**src/rtl/sifh_pkg.sv**
```systemverilog
// Shared definitions for the SIFH threshold scheduler family.
// Holds the default peak/threshold word widths, the window half-span SB for
// the default peak width, the scheduler FSM state type and helper functions
// for the half-span and the result-table address width.
package sifh_pkg;

  localparam int NB_DEFAULT = 8;
  localparam int NP_DEFAULT = 16;

  // Window half-span: 3/4 of the peak-bin range.
  localparam int SB = (2 ** (NB_DEFAULT - 1)) + (2 ** (NB_DEFAULT - 2));

  typedef enum logic {
    IDLE = 1'b0,
    RUN  = 1'b1
  } schedState_e;

  function automatic int sifh_sb(input int nb);
    return (2 ** (nb - 1)) + (2 ** (nb - 2));
  endfunction

  function automatic int sifh_table_aw(input int nReq, input int pixPerReq);
    return $clog2(nReq * pixPerReq);
  endfunction

endpackage

```
**src/rtl/sifh_threshold_scheduler_if.sv**
```systemverilog
// Bus bundle between the per-RAM peak finders / TDC window configuration and
// the threshold scheduler.
//   frame_start                      : one-cycle frame start pulse
//   req_valid/req_peak_ch/req_pix    : per-lane peak requests
//   req_ready                        : one-hot grant back to the lanes
//   res_valid/res_addr               : table write notification
//   rd_addr                          : table read address
//   rd_thminus/rd_thpositive/rd_delta/rd_written : registered read data
//   frame_done                       : every entry written this frame
// Modport master is the requester/reader side, slave is the scheduler.
interface sifh_threshold_scheduler_if
  import sifh_pkg::*;
#(
  parameter int NB          = NB_DEFAULT,
  parameter int NP          = NP_DEFAULT,
  parameter int N_REQ       = 4,
  parameter int PIX_PER_REQ = 16
);
  localparam int PW = $clog2(PIX_PER_REQ);
  localparam int AW = sifh_table_aw(N_REQ, PIX_PER_REQ);

  logic                           frame_start;
  logic [N_REQ-1:0]               req_valid;
  logic [N_REQ-1:0][NB-1:0]       req_peak_ch;
  logic [N_REQ-1:0][PW-1:0]       req_pix;
  logic [N_REQ-1:0]               req_ready;
  logic                           res_valid;
  logic [AW-1:0]                  res_addr;
  logic [AW-1:0]                  rd_addr;
  logic [NP-1:0]                  rd_thminus;
  logic [NP-1:0]                  rd_thpositive;
  logic [NP-1:0]                  rd_delta;
  logic                           rd_written;
  logic                           frame_done;

  modport master (
    output frame_start, req_valid, req_peak_ch, req_pix, rd_addr,
    input  req_ready, res_valid, res_addr, rd_thminus, rd_thpositive,
           rd_delta, rd_written, frame_done
  );

  modport slave (
    input  frame_start, req_valid, req_peak_ch, req_pix, rd_addr,
    output req_ready, res_valid, res_addr, rd_thminus, rd_thpositive,
           rd_delta, rd_written, frame_done
  );

endinterface

```
**src/rtl/sifh_window_calc.sv**
```systemverilog
// Combinational window-threshold arithmetic: peak bin index -> THminus,
// THpositive and delta. Shared with single-lane designs.
//   peak       : peak bin index (NB bits)
//   thMinus    : lower window threshold (NP bits)
//   thPositive : upper window threshold (NP bits)
//   delta      : window delta word (NP bits)
module sifh_window_calc
  import sifh_pkg::*;
#(
  parameter int NB = NB_DEFAULT,
  parameter int NP = NP_DEFAULT
) (
  input  logic [NB-1:0] peak,
  output logic [NP-1:0] thMinus,
  output logic [NP-1:0] thPositive,
  output logic [NP-1:0] delta
);

  localparam logic [NP-1:0] SB_W     = NP'(sifh_sb(NB));
  localparam logic [NP-1:0] TWO_SB_W = NP'(2 * sifh_sb(NB));
  localparam logic [NP-1:0] MAX_W    = '1;
  localparam logic [NP-1:0] HI_LIMIT = MAX_W - SB_W;
  localparam logic [NP-1:0] SAT_HI   = MAX_W - NP'((2 ** NB) - 1);

  // Window centred on the peak, clamped so that it never wraps at either end.
  function automatic logic [2*NP-1:0] windowBounds(input logic [NP-1:0] ch);
    logic [NP-1:0] lo;
    logic [NP-1:0] hi;
    if (ch >= HI_LIMIT) begin
      hi = SAT_HI;
      lo = SAT_HI - TWO_SB_W;
    end else if (ch <= SB_W) begin
      lo = '0;
      hi = TWO_SB_W;
    end else begin
      lo = ch - SB_W;
      hi = ch + SB_W;
    end
    return {lo, hi};
  endfunction

  // Sum carried at NP+1 bits, then shifted and wrapped back to NP bits.
  function automatic logic [NP-1:0] windowDelta(input logic [NP-1:0] lo,
                                                 input logic [NP-1:0] hi);
    logic [NP:0] sum;
    sum = {1'b0, lo} + {1'b0, hi} - {{(NB + 1){1'b0}}, hi[NP-1:NB]};
    return NP'(sum << NB);
  endfunction

  logic [NP-1:0] chWord;
  logic [NP-1:0] lo;
  logic [NP-1:0] hi;

  always_comb begin
    chWord     = {peak, {(NP - NB){1'b0}}};
    {lo, hi}   = windowBounds(chWord);
    thMinus    = lo;
    thPositive = hi;
    delta      = windowDelta(lo, hi);
  end

endmodule

```
**src/rtl/sifh_threshold_scheduler.sv**
```systemverilog
// Shares one window-threshold calculator among N_REQ histogram-RAM lanes.
// A round-robin arbiter grants one lane per cycle; a two-stage pipeline turns
// the granted peak into THminus/THpositive/delta and writes them into a
// per-pixel result table with a written bitmap and a frame-done flag.
//   clk : clock, rising edge
//   res : asynchronous active-high reset
//   bus : sifh_threshold_scheduler_if slave (requests, results, table read)
module sifh_threshold_scheduler
  import sifh_pkg::*;
#(
  parameter int NB          = NB_DEFAULT,
  parameter int NP          = NP_DEFAULT,
  parameter int N_REQ       = 4,
  parameter int PIX_PER_REQ = 16
) (
  input  logic                          clk,
  input  logic                          res,
  sifh_threshold_scheduler_if.slave     bus
);

  localparam int LW    = (N_REQ > 1) ? $clog2(N_REQ) : 1;
  localparam int PW    = $clog2(PIX_PER_REQ);
  localparam int AW    = sifh_table_aw(N_REQ, PIX_PER_REQ);
  localparam int TOTAL = N_REQ * PIX_PER_REQ;
  localparam int CW    = AW + 1;

  schedState_e state;
  schedState_e stateNext;

  logic [LW-1:0]    rrPtr;
  logic [N_REQ-1:0] grant;
  logic [LW-1:0]    grantIdx;
  logic             grantAny;

  logic             vld_p1;
  logic [LW-1:0]    lane_p1;
  logic [PW-1:0]    pix_p1;
  logic [NB-1:0]    peak_p1;

  logic [NP-1:0]    calcThMinus;
  logic [NP-1:0]    calcThPositive;
  logic [NP-1:0]    calcDelta;

  logic             vld_p2;
  logic [AW-1:0]    addr_p2;
  logic [NP-1:0]    thMinus_p2;
  logic [NP-1:0]    thPositive_p2;
  logic [NP-1:0]    delta_p2;

  logic [NP-1:0]    thMinusTab    [TOTAL];
  logic [NP-1:0]    thPositiveTab [TOTAL];
  logic [NP-1:0]    deltaTab      [TOTAL];
  logic [TOTAL-1:0] wrMap;
  logic [CW-1:0]    wrCount;
  logic             frameDone;

  logic [NP-1:0]    rdThMinus;
  logic [NP-1:0]    rdThPositive;
  logic [NP-1:0]    rdDelta;
  logic             rdWritten;

  logic             wrEn;
  logic             newEntry;
  logic             lastWrite;

  // A frame_start in the write cycle flushes the in-flight result too.
  assign wrEn      = vld_p2 & ~bus.frame_start;
  assign newEntry  = wrEn & ~wrMap[addr_p2];
  assign lastWrite = newEntry & (wrCount == CW'(TOTAL - 1));

  always_ff @(posedge clk or posedge res) begin
    if (res) state <= IDLE;
    else     state <= stateNext;
  end

  always_comb begin
    stateNext = state;
    if (bus.frame_start)                  stateNext = RUN;
    else if (state == RUN && lastWrite)   stateNext = IDLE;
  end

  // Round-robin search starting at rrPtr; frame_start suppresses any grant.
  always_comb begin
    int idx;
    idx      = 0;
    grant    = '0;
    grantIdx = '0;
    grantAny = 1'b0;
    if (state == RUN && !bus.frame_start) begin
      for (int k = 0; k < N_REQ; k++) begin
        idx = int'(rrPtr) + k;
        if (idx >= N_REQ) idx = idx - N_REQ;
        if (!grantAny && bus.req_valid[LW'(idx)]) begin
          grantAny = 1'b1;
          grantIdx = LW'(idx);
        end
      end
    end
    if (grantAny) grant[grantIdx] = 1'b1;
  end

  assign bus.req_ready = grant;

  always_ff @(posedge clk or posedge res) begin
    if (res) begin
      rrPtr <= '0;
    end else if (grantAny) begin
      rrPtr <= (grantIdx == LW'(N_REQ - 1)) ? '0 : grantIdx + 1'b1;
    end
  end

  // ---- stage 1: capture granted lane, pixel and peak ----
  always_ff @(posedge clk or posedge res) begin
    if (res) begin
      vld_p1  <= 1'b0;
      lane_p1 <= '0;
      pix_p1  <= '0;
      peak_p1 <= '0;
    end else begin
      vld_p1 <= grantAny;
      if (grantAny) begin
        lane_p1 <= grantIdx;
        pix_p1  <= bus.req_pix[grantIdx];
        peak_p1 <= bus.req_peak_ch[grantIdx];
      end
    end
  end

  sifh_window_calc #(
    .NB (NB),
    .NP (NP)
  ) u_calc (
    .peak       (peak_p1),
    .thMinus    (calcThMinus),
    .thPositive (calcThPositive),
    .delta      (calcDelta)
  );

  // ---- stage 2: register computed window, then write to the table ----
  always_ff @(posedge clk or posedge res) begin
    if (res) begin
      vld_p2        <= 1'b0;
      addr_p2       <= '0;
      thMinus_p2    <= '0;
      thPositive_p2 <= '0;
      delta_p2      <= '0;
    end else begin
      vld_p2 <= vld_p1 & ~bus.frame_start;
      if (vld_p1) begin
        addr_p2       <= {lane_p1, pix_p1};
        thMinus_p2    <= calcThMinus;
        thPositive_p2 <= calcThPositive;
        delta_p2      <= calcDelta;
      end
    end
  end

  always_ff @(posedge clk or posedge res) begin
    if (res) begin
      for (int i = 0; i < TOTAL; i++) begin
        thMinusTab[i]    <= '0;
        thPositiveTab[i] <= '0;
        deltaTab[i]      <= '0;
      end
    end else if (wrEn) begin
      thMinusTab[addr_p2]    <= thMinus_p2;
      thPositiveTab[addr_p2] <= thPositive_p2;
      deltaTab[addr_p2]      <= delta_p2;
    end
  end

  always_ff @(posedge clk or posedge res) begin
    if (res) begin
      wrMap     <= '0;
      wrCount   <= '0;
      frameDone <= 1'b0;
    end else if (bus.frame_start) begin
      wrMap     <= '0;
      wrCount   <= '0;
      frameDone <= 1'b0;
    end else begin
      if (wrEn)      wrMap[addr_p2] <= 1'b1;
      if (newEntry)  wrCount        <= wrCount + 1'b1;
      if (lastWrite) frameDone      <= 1'b1;
    end
  end

  // Registered read; a same-cycle write to the entry is seen one cycle later.
  always_ff @(posedge clk or posedge res) begin
    if (res) begin
      rdThMinus    <= '0;
      rdThPositive <= '0;
      rdDelta      <= '0;
      rdWritten    <= 1'b0;
    end else begin
      rdThMinus    <= thMinusTab[bus.rd_addr];
      rdThPositive <= thPositiveTab[bus.rd_addr];
      rdDelta      <= deltaTab[bus.rd_addr];
      rdWritten    <= wrMap[bus.rd_addr];
    end
  end

  assign bus.res_valid     = wrEn;
  assign bus.res_addr      = addr_p2;
  assign bus.rd_thminus    = rdThMinus;
  assign bus.rd_thpositive = rdThPositive;
  assign bus.rd_delta      = rdDelta;
  assign bus.rd_written    = rdWritten;
  assign bus.frame_done    = frameDone;

endmodule

```
**src/flat_wrapper.sv**
```systemverilog
// flat-port wrapper written by rule: the top's interface ports become plain ports
module sifh_threshold_scheduler_flat import sifh_pkg::*;
#(
  parameter int NB          = NB_DEFAULT,
  parameter int NP          = NP_DEFAULT,
  parameter int N_REQ       = 4,
  parameter int PIX_PER_REQ = 16
)
  (clk, res, bus_frame_start, bus_req_valid, bus_req_peak_ch, bus_req_pix, bus_rd_addr, bus_req_ready, bus_res_valid, bus_res_addr, bus_rd_thminus, bus_rd_thpositive, bus_rd_delta, bus_rd_written, bus_frame_done);
  sifh_threshold_scheduler_if #(.NB(NB), .NP(NP), .N_REQ(N_REQ), .PIX_PER_REQ(PIX_PER_REQ)) bus_i ();
  input  logic clk;
  input  logic res;
  input wire logic [$bits(bus_i.frame_start)-1:0] bus_frame_start;
  input wire logic [$bits(bus_i.req_valid)-1:0] bus_req_valid;
  input wire logic [$bits(bus_i.req_peak_ch)-1:0] bus_req_peak_ch;
  input wire logic [$bits(bus_i.req_pix)-1:0] bus_req_pix;
  input wire logic [$bits(bus_i.rd_addr)-1:0] bus_rd_addr;
  output wire logic [$bits(bus_i.req_ready)-1:0] bus_req_ready;
  output wire logic [$bits(bus_i.res_valid)-1:0] bus_res_valid;
  output wire logic [$bits(bus_i.res_addr)-1:0] bus_res_addr;
  output wire logic [$bits(bus_i.rd_thminus)-1:0] bus_rd_thminus;
  output wire logic [$bits(bus_i.rd_thpositive)-1:0] bus_rd_thpositive;
  output wire logic [$bits(bus_i.rd_delta)-1:0] bus_rd_delta;
  output wire logic [$bits(bus_i.rd_written)-1:0] bus_rd_written;
  output wire logic [$bits(bus_i.frame_done)-1:0] bus_frame_done;
  assign bus_i.frame_start = bus_frame_start;
  assign bus_i.req_valid = bus_req_valid;
  assign bus_i.req_peak_ch = bus_req_peak_ch;
  assign bus_i.req_pix = bus_req_pix;
  assign bus_i.rd_addr = bus_rd_addr;
  assign bus_req_ready = bus_i.req_ready;
  assign bus_res_valid = bus_i.res_valid;
  assign bus_res_addr = bus_i.res_addr;
  assign bus_rd_thminus = bus_i.rd_thminus;
  assign bus_rd_thpositive = bus_i.rd_thpositive;
  assign bus_rd_delta = bus_i.rd_delta;
  assign bus_rd_written = bus_i.rd_written;
  assign bus_frame_done = bus_i.frame_done;
  sifh_threshold_scheduler #(.NB(NB), .NP(NP), .N_REQ(N_REQ), .PIX_PER_REQ(PIX_PER_REQ)) u_core (.clk(clk), .res(res), .bus(bus_i));
endmodule
```
**config.mk**
```make
export PLATFORM = sky130hd
export DESIGN_NAME = sifh_threshold_scheduler_flat
export DESIGN_NICKNAME = d
export VERILOG_FILES = /design/src/rtl/sifh_pkg.sv /design/src/rtl/sifh_threshold_scheduler_if.sv /design/src/rtl/sifh_window_calc.sv /design/src/rtl/sifh_threshold_scheduler.sv /design/src/flat_wrapper.sv
export SDC_FILE = /design/constraint.sdc
export NUM_CORES = 2
export LEC_CHECK = 0
export BUFFER_PORTS_ARGS = -buffer_cell sky130_fd_sc_hd__buf_4
export CAP_MARGIN = 20
export CORE_ASPECT_RATIO = 0.7
export CORE_UTILIZATION = 40
export DETAILED_ROUTE_END_ITERATION = 6
export PLACE_DENSITY_LB_ADDON = 0.2
export SYNTH_ARGS = -nofsm -noshare
export SYNTH_HDL_FRONTEND = slang
export SYNTH_SLANG_ARGS = --single-unit
```
**constraint.sdc**
```tcl
create_clock -name clk -period 65 [get_ports clk]
set_input_delay 3.25 -clock clk [delete_from_list [all_inputs] [get_ports clk]]
set_output_delay 3.25 -clock clk [all_outputs]
set_load 0.05 [all_outputs]
```
==> summary.txt <==
via count of the first global-routing pass -> 47194
fraction of final layout cells sized beyond drive strength 1 -> 47.2%
outcome -> finished, violations left
total negative setup slack -> 0 ns
Hold Fails Final Rpt -> 0
Worst EP arrival -> 5.37 ns
Pwr per Cell Area -> 33.3 nW/µm²
wire length on met3 -> 13.9 mm
total number of vias -> 45665
max-slew violations -> 0
uppermost layer routed -> met5
placeable core region -> 195000 µm²
number of design rule violations left after detail routing -> 2
post-CTS setup buffer count -> 0
number of ports placed on the die boundary -> 122
htree depth -> 4
number of violations of the max-capacitance limit -> 0
ANT nets after route -> 0
DP HPWL -> 124 mm
WP data required -> 61.75 ns
Fmax -> 116 MHz
highest-count cells in the layout ignoring fill and taps -> 1730 x dfrtp_1, 1357 x mux2_2, 533 x mux4_2
Initial DRC Count -> 3742
clock latency on the worst-skew pair -> 0.81 ns
Worst Hold Class -> reg2reg
total setup violations reported at the end of the flow -> 0
number of synthesized flops with an enable pin -> 0
fraction of post-synthesis cell area in the top cell type by area -> 55.5%
Hold Path End -> u_core.thMinusTab[236]
number of instances resized during post-cts repair -> 0
Period Utilization, post-route -> 13.3%
sum of buffers and inverters on the critical path -> 5
failing checks -> design-rule violations
clk slew on worst S/H paths -> 0.06 ns
setup repair after global routing missed its margin -> false
average size of a mapped cell -> 15.1 µm²
number of cells traversed by the worst hold path -> 2
std cell rows -> 135
cell chain of the critical path -> buf_4, nor2b_1, o41ai_4, buf_4, a211oi_4, buf_4, inv_1, ha_1, and2_1, buf_4
RePlAce Congestion -> 0.802
Worst-Margin Slew -> 1.16 ns
total routed wire length on the met1 layer -> 109 mm
Initial Utilization -> 40.5%
Met2 Routed Length -> 102 mm
pin count of the biggest net entering global routing -> 172
Post-Synthesis Cell Area -> 78800 µm²
Seq/Total Area, Yosys -> 55.5%
global router's overall resource usage -> 23.2%
placed cell areas -> 82100 µm²
total clock buffers created by CTS -> 176
Synth Flop Type -> dfrtp_1
antenna violations before repair -> 7
worst hold start -> u_core.thMinusTab[236]
number of cells after detailed placement -> 7551
FF-to-FF End -> u_core.deltaTab[267]
Syn Inst Count -> 5231
DIE AREA -> 199000 µm²
relative slew slack -> 22.8%
Critical-path top delay cell -> buf_4
leakage dissipation -> 41.5 nW
CTS hold repair buffers -> 0
global-route wire length before repair -> 339 mm
synth-to-layout area growth -> 11.9%
leading cell type in the layout, fill and taps excluded -> dfrtp_1
post-route minimum period -> 8.62 ns
register-to-register path setup slack -> 61.08 ns
worst IR drop on VDD -> 0.0200 mV
share of synthesized registers carrying an async set or reset -> 100%
height of the die -> 373 µm
port buffer count -> 100
dominant cell type by area after synthesis -> dfrtp_1
fin cells -> 7874
Yosys reg bits -> 1748
worst r2r path cells -> 5
Distinct cells, synth -> 53
clock tree from TritonCTS -> built
number of iterations in the first detailed-routing pass -> 7
total number of clock tree sinks -> 1748
via density per instance -> 5.80
largest fanout of any net on the critical path -> 44
Finished Cell Area -> 88200 µm²
Startpoint Class -> primary input
crit path capture type -> primary output
Top delay family on crit path -> buffers and inverters
detailed-route wire length -> 229 mm
number of nets in the layout -> 5212
startpoint-to-endpoint class of the critical path -> in2out
WL/cell -> 29.1 µm
global route total overflow -> 0
delay contributed by the slowest stage of the critical path -> 0.41 ns
synth top area cells -> dfrtp_1 56%, mux2_2 19%, mux4_2 15%
warning count from the yosys run -> 0
Chip Width -> 532 µm
library cell appearing most often on the critical path -> buf_4
Pwr Total -> 0.00294 W
startpoint of the most critical register-to-register path -> u_core.bus.res_addr[2]
Final Skew -> 0.0440 ns
CTS Root Buffer Type -> clkbuf_16
maximum number of buffers from clock root to sink -> 4
[final cells by class]
cell class,count,area [µm²]
Clock inverter,41,500
Inverter,58,225
Multi-Input combinational cell,2919,33000
Clock buffer,263,5220
Sequential cell,1748,43800
Tap cell,2603,3260
Antenna cell,2,5.00
Fill cell,17163,106000
Timing Repair Buffer,240,2210
[routing by layer]
| layer | GRT usage, % | up-vias |
|---|---|---|
| met4 | 4.46 | 4 |
| li1 | - | 18928 |
| met5 | 0 | - |
| met1 | 35.6 | 25174 |
| met2 | 34.4 | 1296 |
| met3 | 4.23 | 263 |
[metrics by stage]
stage	setup WS, ns	utilization, %	hold slack, ns
4_1_cts	56.34	45.1	0.479
3_3_place_gp	56.34	42.1	0.456
5_1_grt	56.22	45.3	0.493
6_report	56.38	45.3	0.477
3_5_place_dp	56.36	42.2	0.466
2_1_floorplan	12.41	-	0.441
[synthesized netlist by cell type (all sizes together), types with 4 or more instances]
cell type and count:
a211oi 4, a21o 29, a21oi 7, a22oi 4, a31oi 4, and2 9
buf 172, clkbuf 354, dfrtp 1748, ha 8, inv 58, mux2 1358
mux2i 53, mux4 534, nand2 378, nand2b 4, nand3 8, nand3b 5
nand4 4, nor2 48, nor2b 10, nor3 7, nor3b 6, o21ai 359
o221ai 13, o22ai 5, or2 5, xnor2 5
[how the worst max path moves through the flow]
stage / start / to / slack [ns] / cells past startpoint
2_1_floorplan: res / u_core.bus.frame_done / 12.41 / 1
3_3_place_gp: bus_frame_start / bus_req_ready[2] / 56.34 / 10
3_5_place_dp: bus_frame_start / bus_req_ready[2] / 56.36 / 10
4_1_cts: bus_frame_start / bus_req_ready[0] / 56.34 / 10
5_1_grt: bus_frame_start / bus_req_ready[0] / 56.22 / 10
6_report: bus_frame_start / bus_req_ready[0] / 56.38 / 10
[state kept, by name, indices dropped and copies added (netlist names)]
name	count
u_core.thMinusTab	512
u_core.bus.rd_written	1
u_core.bus.rd_delta	7
u_core.wrMap	64
u_core.deltaTab	512
u_core.vld_p2	1
u_core.vld_p1	1
u_core.thPositive_p2	9
u_core.thMinus_p2	8
u_core.delta_p2	8
u_core.bus.rd_thpositive	9
u_core.thPositiveTab	576
u_core.rrPtr	2
u_core.wrCount	7
u_core.bus.rd_thminus	9
u_core.peak_p1	8
u_core.pix_p1	4
u_core.bus.res_addr	6
u_core.lane_p1	2
u_core.bus.frame_done	1
u_core.state	1
[logic make-up after synthesis]
kind of cell / Yosys count / synth area share, %
XOR/XNOR: 8 / 0.0890
adder cells (fa/ha/maj): 8 / 0.127
AND/OR/NAND/NOR: 496 / 2.65
multiplexers: 1945 / 35.4
AO/OA/AOI/OAI: 441 / 3.08
other: 1 / 0.00476
buffers and inverters: 584 / 3.15
flip-flops: 1748 / 55.5
[tightest hold or removal path: cells and delay by family, from the launching register on]
| kind | cells | cell delay, ns |
|---|---|---|
| flip-flops | 1 | 0.34 |
| AO/OA/AOI/OAI | 1 | 0.06 |
| AND/OR/NAND/NOR | 1 | 0.04 |
[where the power goes]
group	total (W)	leakage (nW)	switching, W	internal, W
Clock	0.00103	2.82	0.000432	0.000596
Combinational	0.000527	14.6	0.000273	0.000254
Sequential	0.00138	24.1	0.000117	0.00127
Total	0.00294	41.5	0.000821	0.00212
Power figures use the tool's default switching activity.
